**src/rtl/uart_tx_fifo.sv**
```systemverilog
// UART transmitter fed by a power-of-two word FIFO; frames go out back-to-back
// while words are queued, the serial line is driven from a flop.
module uart_tx_fifo #(
    parameter int BPS_NUM    = 16'd434,
    parameter int DATA_BITS  = 8,
    parameter int PARITY     = 0,
    parameter int STOP_BITS  = 1,
    parameter int FIFO_DEPTH = 16
) (
    input  logic                          clk,
    input  logic                          rst,
    input  logic [DATA_BITS-1:0]          tx_data,
    input  logic                          tx_valid,
    output logic                          tx_ready,
    output logic                          uart_tx,
    output logic                          tx_busy,
    output logic [$clog2(FIFO_DEPTH):0]   fifo_count
);

    generate
        if (BPS_NUM < 2 || BPS_NUM > 65535) begin : g_bad_bps
            $error("uart_tx_fifo: BPS_NUM must be 2..65535");
        end
        if (DATA_BITS < 5 || DATA_BITS > 8) begin : g_bad_data_bits
            $error("uart_tx_fifo: DATA_BITS must be 5..8");
        end
        if (PARITY < 0 || PARITY > 2) begin : g_bad_parity
            $error("uart_tx_fifo: PARITY must be 0, 1 or 2");
        end
        if (STOP_BITS < 1 || STOP_BITS > 2) begin : g_bad_stop_bits
            $error("uart_tx_fifo: STOP_BITS must be 1 or 2");
        end
        if (FIFO_DEPTH < 2 || (FIFO_DEPTH & (FIFO_DEPTH - 1)) != 0) begin : g_bad_depth
            $error("uart_tx_fifo: FIFO_DEPTH must be a power of two >= 2");
        end
    endgenerate

    localparam int PTR_W = $clog2(FIFO_DEPTH);
    localparam int CNT_W = PTR_W + 1;

    localparam logic [2:0] S_IDLE   = 3'd0;
    localparam logic [2:0] S_START  = 3'd1;
    localparam logic [2:0] S_DATA   = 3'd2;
    localparam logic [2:0] S_PARITY = 3'd3;
    localparam logic [2:0] S_STOP   = 3'd4;

    // ---------------- FIFO ----------------
    logic [DATA_BITS-1:0] mem [FIFO_DEPTH];
    logic [PTR_W-1:0]     wr_ptr, rd_ptr;
    logic                 push, pop, fifo_nempty;
    logic [DATA_BITS-1:0] head;

    assign tx_ready    = (fifo_count != CNT_W'(FIFO_DEPTH));
    assign push        = tx_valid && tx_ready;
    assign fifo_nempty = (fifo_count != '0);
    assign head        = mem[rd_ptr];

    always_ff @(posedge clk) begin
        if (push)
            mem[wr_ptr] <= tx_data;
    end

    // Pointers wrap naturally because the depth is a power of two.
    always_ff @(posedge clk or posedge rst) begin
        if (rst) begin
            wr_ptr     <= '0;
            rd_ptr     <= '0;
            fifo_count <= '0;
        end else begin
            if (push)
                wr_ptr <= wr_ptr + PTR_W'(1);
            if (pop)
                rd_ptr <= rd_ptr + PTR_W'(1);
            case ({push, pop})
                2'b10:   fifo_count <= fifo_count + CNT_W'(1);
                2'b01:   fifo_count <= fifo_count - CNT_W'(1);
                default: fifo_count <= fifo_count;
            endcase
        end
    end

    // ---------------- transmitter ----------------
    logic [2:0]           state, state_nxt;
    logic [15:0]          bps_cnt;
    logic [2:0]           bit_cnt;
    logic                 stop_cnt;
    logic [DATA_BITS-1:0] shreg;
    logic                 par_bit;
    logic                 bit_end;
    logic                 line_nxt;

    assign bit_end = (bps_cnt == 16'(BPS_NUM - 1));
    assign tx_busy = (state != S_IDLE) || fifo_nempty;

    always_comb begin
        state_nxt = state;
        pop       = 1'b0;
        case (state)
            S_IDLE: begin
                if (fifo_nempty) begin
                    pop       = 1'b1;
                    state_nxt = S_START;
                end
            end
            S_START: begin
                if (bit_end)
                    state_nxt = S_DATA;
            end
            S_DATA: begin
                if (bit_end && bit_cnt == 3'(DATA_BITS - 1))
                    state_nxt = (PARITY != 0) ? S_PARITY : S_STOP;
            end
            S_PARITY: begin
                if (bit_end)
                    state_nxt = S_STOP;
            end
            S_STOP: begin
                // Chain straight into the next frame so there is no idle gap.
                if (bit_end && stop_cnt == 1'(STOP_BITS - 1)) begin
                    if (fifo_nempty) begin
                        pop       = 1'b1;
                        state_nxt = S_START;
                    end else begin
                        state_nxt = S_IDLE;
                    end
                end
            end
            default: state_nxt = S_IDLE;
        endcase
    end

    always_comb begin
        line_nxt = 1'b1;
        case (state)
            S_START:  line_nxt = 1'b0;
            S_DATA:   line_nxt = shreg[0];
            S_PARITY: line_nxt = par_bit;
            default:  line_nxt = 1'b1;
        endcase
    end

    // Every state exit happens on a bit boundary, so clearing bps_cnt at
    // bit_end (and holding it in IDLE) restarts it on each state entry.
    always_ff @(posedge clk or posedge rst) begin
        if (rst) begin
            state    <= S_IDLE;
            bps_cnt  <= '0;
            bit_cnt  <= '0;
            stop_cnt <= 1'b0;
            shreg    <= '0;
            par_bit  <= 1'b0;
            uart_tx  <= 1'b1;
        end else begin
            state   <= state_nxt;
            uart_tx <= line_nxt;

            if (state == S_IDLE || bit_end)
                bps_cnt <= '0;
            else
                bps_cnt <= bps_cnt + 16'd1;

            if (state != S_DATA)
                bit_cnt <= '0;
            else if (bit_end)
                bit_cnt <= bit_cnt + 3'd1;

            if (state != S_STOP)
                stop_cnt <= 1'b0;
            else if (bit_end)
                stop_cnt <= ~stop_cnt;

            if (pop) begin
                shreg   <= head;
                par_bit <= (PARITY == 2) ? ~(^head) : (^head);
            end else if (state == S_DATA && bit_end) begin
                shreg <= shreg >> 1;
            end
        end
    end

endmodule

```
**config.mk**
```make
export PLATFORM = sky130hd
export DESIGN_NAME = uart_tx_fifo
export DESIGN_NICKNAME = d
export VERILOG_FILES = /design/src/rtl/uart_tx_fifo.sv
export SDC_FILE = /design/constraint.sdc
export NUM_CORES = 1
export LEC_CHECK = 0
export CORE_AREA = 2 2 160 162
export DETAILED_ROUTE_END_ITERATION = 6
export DIE_AREA = 0 0 162 164
export GPL_TIMING_DRIVEN = 0
export PLACE_DENSITY = 0.46
export SYNTH_ARGS = -nofsm -noshare
export SYNTH_HDL_FRONTEND = slang
export SYNTH_SLANG_ARGS = --single-unit
export TNS_END_PERCENT = 10
```
**constraint.sdc**
```tcl
create_clock -name clk -period 4.1 [get_ports clk]
set_input_delay 0.82 -clock clk [delete_from_list [all_inputs] [get_ports clk]]
set_output_delay 0.82 -clock clk [all_outputs]
set_load 0.02 [all_outputs]
```
# Word level (Yosys, flattened, before mapping)
# Memories as Yosys holds them, arrays and structs flattened.
# Index checks and enable logic that the tools add are counted.
# word_totals
regBits,46
ramBits,128
input_bits,11
output_inout_bits,8
wordCells,70
n_memories,1
# mem_list
name,depth,width,rd,rd_clocked_by_memory_dff,write_ports,line_no,rtl
mem,16,8,1,0,1,48,logic [DATA_BITS-1:0] mem [FIFO_DEPTH];
# classes
addsub,6
eq_ne,16
muxes,21
bitwise_logic,1
reduce_logical,15
# op_table
cell,n
3-bit two-way mux,7
16-bit by 1-bit adder with 16-bit output (second input constant),1
16-bit by 9-bit == test with 1-bit output (second input constant),1
16-bit two-way mux,1
8-bit two-way mux,2
3-bit one-hot mux with 5 select lines,1
2-bit inequality test (second input constant),5
5-bit one-hot mux with 2 select lines,1
4-bit by 1-bit adder with 4-bit output (second input constant),2
2-bit nonzero test,4
8-bit XOR reduction,1
1-bit two-way mux,7
3-bit by 2-bit == test with 1-bit output (second input constant),2
3-bit == test (second input constant),2
5-bit by 1-bit adder with 5-bit output (second input constant),1
5-bit inequality test (second input constant),1
5-bit AND reduction,1
5-bit nonzero test,1
5-bit by 1-bit subtractor with 5-bit output (second input constant),1
1-bit logical AND,4
3-bit by 1-bit adder with 3-bit output (second input constant),1
3-bit by 1-bit == test with 1-bit output (second input constant),1
3-bit zero test,1
3-bit by 2-bit inequality test with 1-bit output (second input constant),1
other kinds (8),9

# Longest topological paths before layout
# depth
word_depth,6
mapped_depth,17
ltp_nobuf,15

# Least setup slack after synthesis
# No wires, ideal clock.
# synth_path
path_type,register to register
startpoint,register bps_cnt[1]
endpoint,register fifo_count[4]
setup_ps,133
arrival_ps,3083
t_required_ps,3967
path_slack_ps,885
stages_incl_launch_ff,18
n_path_buf,2
period_less_slack_ps,3215
cell_sequence,dfrtp_1 > inv_1 > ha_1 > nor3b_1 > nand4_1 > or2_2 > a21oi_1 > clkbuf_1 > ha_1 > clkbuf_1 > xor2_1 > ha_1 > o21ai_0 > a21oi_1 > a21oi_1 > xor2_1 > nor2_1 > xor2_1
# synth_between
elab_chain_cells,6
elab_cells_between_ends,8
cone_classes,eq/ne (3); mux (3); reduce/logical (2)
# synth_lines
element,line_no,rtl
start: declaration,84,logic [15:0] bps_cnt;
start signal: assignment,160,bps_cnt <= bps_cnt + 16'd1;
16-bit by 9-bit == test with 1-bit output *,92,assign bit_end = (bps_cnt == 16'(BPS_NUM - 1));
1-bit logical AND *,119,if (bit_end && stop_cnt == 1'(STOP_BITS - 1)) begin
1-bit two-way mux *,119,
1-bit one-hot mux with 2 select lines *,98,case (state)
2-bit by 1-bit == test with 1-bit output / 2-bit == test (equally long branches),74,"case ({push, pop})"
5-bit one-hot mux with 2 select lines / 2-bit nonzero test (equally long branches),--,
end signal: assignment,75,2'b10: fifo_count <= fifo_count + CNT_W'(1);
end signal: assignment,76,2'b01: fifo_count <= fifo_count - CNT_W'(1);
end signal: assignment,77,default: fifo_count <= fifo_count;
end: declaration,17,output logic [$clog2(FIFO_DEPTH):0] fifo_count
# Every way passes the cells marked *; elsewhere a longest branch is shown, timed or not.
# A chain may end at the register's enable or synchronous reset.

# Worst setup path after layout
# Same ends and word-level chain as after synthesis.

==> flow_metrics.tcl <==
set metrics [dict create \
    status "finished clean" \
    vias 3932 \
    min_period_ns 3.58 \
    setup_ws_ns 0.520 \
    synth_common_cells "128 x edfxtp_1, 45 x dfrtp_1, 43 x nor2_1, 38 x nand2_1, 18 x mux4_2" \
    synth-simple-area-share_pct 7.39 \
    synthMuxAreaShare_pct 11.6 \
    power.density_mw_per_mm2 497 \
    post-cts-setup-buffer-count 0 \
    synthAdderAreaFrac_pct 2.21 \
    cts_max_level 4 \
    nFillCells 2407 \
    clockPowerShare_pct 37.3 \
    num_antenna_cells 0 \
    rsz0062_at_grt "false" \
    grt_remaining_overflow 0 \
    crit_path_max_fanout 11 \
    start_util_pct 29.7 \
    avgSynthCellArea_um2 15.7 \
    dp_hpwl_um 9690 \
    track_usage_pct 12.0 \
    cts_tree "done" \
    cts_root_buf "clkbuf_16" \
    ant_nets 0 \
    synthXorXnorAreaFrac_pct 3.87 \
    critPathKind "flop to flop" \
    io_buffers 18 \
    setup_viol 0 \
    synth_most_common_cell "edfxtp_1" \
    io_pins 19 \
    syn_area_mm2 0.00736 \
    drv_slew 0 \
    die_h_um 164 \
    hold_slack_ns 0.494 \
    drt-vias-per-instance 4.63 \
    setup_tns_ns 0 \
    ys.warnings.count 0 \
    place_inst 817 \
    syn_to_final_growth_pct 16.6 \
    clock_sinks 174 \
    fin_skew_ns 0.00679 \
    synth_cells 468 \
    power_uw 4260 \
    grt_pass1_wl_um 23300 \
    p_leak_uw 0.00305 \
    reg2reg_depth 17 \
    endpoint_kind "flop" \
    routed_wl_um 14900 \
    critPathLaunchType "flop" \
    drive_above_1_share_pct 13.3 \
    internal_power_uw 3140 \
    design.core.area_mm2 0.0248 \
    power_frac_seq_pct 50.2 \
    peakVddDrop_uv 311 \
    synth_compound_area_share_pct 4.64 \
    synth_top_family_by_area "multiplexers" \
    synth-seq-area-share_pct 67.9 \
    first_iter_violations 309 \
    route.detailed.drc 0 \
    final_nets 530 \
    row_count 58 \
    synthesis.nets 492 \
    antenna_found_initial 0 \
    clkLatencyLatePin_ns 0.43 \
    p_sw_uw 1120 \
    ys_top_cells_by_area "edfxtp_1 52%, dfrtp_1 15%, mux4_2 5.5%" \
    clk_pin_slew_ns 0.07 \
    dp_slack_ns 0.297 \
    route.detailed.wl_per_inst_um 17.5 \
    hold_path.class "flop to flop" \
    ys_dominant_reg_cell "edfxtp_1" \
    netSwitchingFraction_pct 26.4 \
    gp_congestion 0.747 \
    fmax_mhz 279 \
    synth_top_area_share_pct 52.2 \
    synth_edf_count 128 \
    cp.arrival_ns 3.89 \
    fin_cells 849 \
    die_area_mm2 0.0266 \
    crit_required_ns 4.41 \
    dr.pass1.iters 5 \
    grt_start_max_net_pins 25 \
    post-route-period-util_pct 87.3 \
    synth_area_leader_cell "edfxtp_1" \
    cts.path.max_buffers 2 \
    p_comb_share_pct 12.5 \
    die_w_um 162 \
    yosysUniqueCellTypes 43 \
    first_global_vias 4058 \
    hold_violations 0 \
    relSlewSlack_pct 29.0 \
    synth-async-reset-ratio_pct 26.4 \
    ys_ff_latch 174 \
    hold_depth 1 \
    cts_buffers 17 \
    max_cap_violations 0 \
    worstMarginPinSlew_ns 1.06 \
]
-- power by group through the flow --
stage	registers [uW]	logic (uW)	clock network, uW
global placement	2170	515	0
global route	2160	598	1710
finish	2140	535	1590
floorplan	2190	311	0
CTS	2140	544	1620
detailed placement	2180	542	0
-- layout make-up --
type	instances	area [um^2]	share of cell area, %
Timing Repair Buffer	19	208	2.42
Clock inverter	13	146	1.71
Tap cell	330	413	4.81
Inverter	12	45.0	0.525
Buffer	23	133	1.55
Clock buffer	19	433	5.04
Sequential cell	174	5000	58.2
Multi-Input combinational cell	259	2210	25.7
-- per-stage QoR --
step | cell area [um^2] | utilization, %
floorplan | 7360 | -
global placement | 7960 | 32.1
detailed placement | 8000 | 32.2
CTS | 8580 | 34.6
global route | 8580 | 34.6
finish | 8580 | 34.6
-- critical path, stage by stage, from the launching register on --
cell	delay, ns
dfrtp_1	0.40
inv_1	0.07
ha_1	0.15
nor3b_1	0.20
nand4_1	0.18
or2_2	0.34
a21oi_1	0.25
clkbuf_2	0.29
ha_1	0.22
clkbuf_1	0.27
xor2_1	0.11
ha_1	0.22
o21ai_0	0.14
a21oi_1	0.09
a21oi_1	0.17
xor2_1	0.16
nor2_1	0.06
xor2_1	0.14
-- cells by family (layout without fill, tap and decap cells) --
logic type | Yosys count | after routing
AO/OA/AOI/OAI | 55 | 55
buffers and inverters | 35 | 86
XOR/XNOR | 31 | 31
adder cells (fa/ha/maj) | 13 | 13
AND/OR/NAND/NOR | 120 | 120
multiplexers | 40 | 40
flip-flops | 174 | 174
-- final timing paths --
path	slack (ns)	startpoint	end
setup / recovery	0.52	bps_cnt[1]$_DFF_PP0_	fifo_count[4]$_DFFE_PP0P_
setup reg to reg	0.52	bps_cnt[1]$_DFF_PP0_	fifo_count[4]$_DFFE_PP0P_
max in group asynchronous	2.81	rst	bps_cnt[1]$_DFF_PP0_
min in group asynchronous	0.78	rst	rd_ptr[2]$_DFFE_PP0N_
hold / removal	0.49	bps_cnt[0]$_DFF_PP0_	bps_cnt[0]$_DFF_PP0_
hold reg to reg	0.49	bps_cnt[0]$_DFF_PP0_	bps_cnt[0]$_DFF_PP0_
-- registers in the layout, indices dropped and copies added (netlist names) --
register and cells:
mem 128, par_bit 1, wr_ptr 4, stop_cnt 1, bit_cnt 3, uart_tx 1, state 3, shreg 8
rd_ptr 4, fifo_count 5, bps_cnt 16
-- per-layer routing --
metal,GRT usage (%),wire length [um],vias to the layer above
li1,-,-,1851
met1,15.6,6890,2019
met2,19.7,7270,49
met3,3.61,540,13
met4,3.26,176,0
met5,0,0,-
-- what timing repair did --
item                       CTS  global route
resized for setup            0             2
hold buffers                 0             0
setup endpoints to repair    0             1
hold endpoints to repair     0             0
-- placed cells by master (no fill, tap or decap), types with 4 or more instances in the layout --
cell / count
xnor2_1: 16
mux4_1: 14
xor2_1: 14
buf_1: 4
clkdlybuf4s50_1: 18
nand4_1: 4
nand3_1: 6
o21ai_0: 16
a22o_1: 4
dfrtp_1: 45
edfxtp_1: 128
ha_1: 13
mux2i_1: 6
nor3_2: 4
or3_1: 5
inv_8: 4
a21oi_1: 15
a22oi_1: 13
clkbuf_1: 13
nand2_1: 38
nor2_1: 43
clkbuf_16: 17
mux4_2: 18
inv_1: 11
No activity file was read; power rests on OpenSTA's default activity.
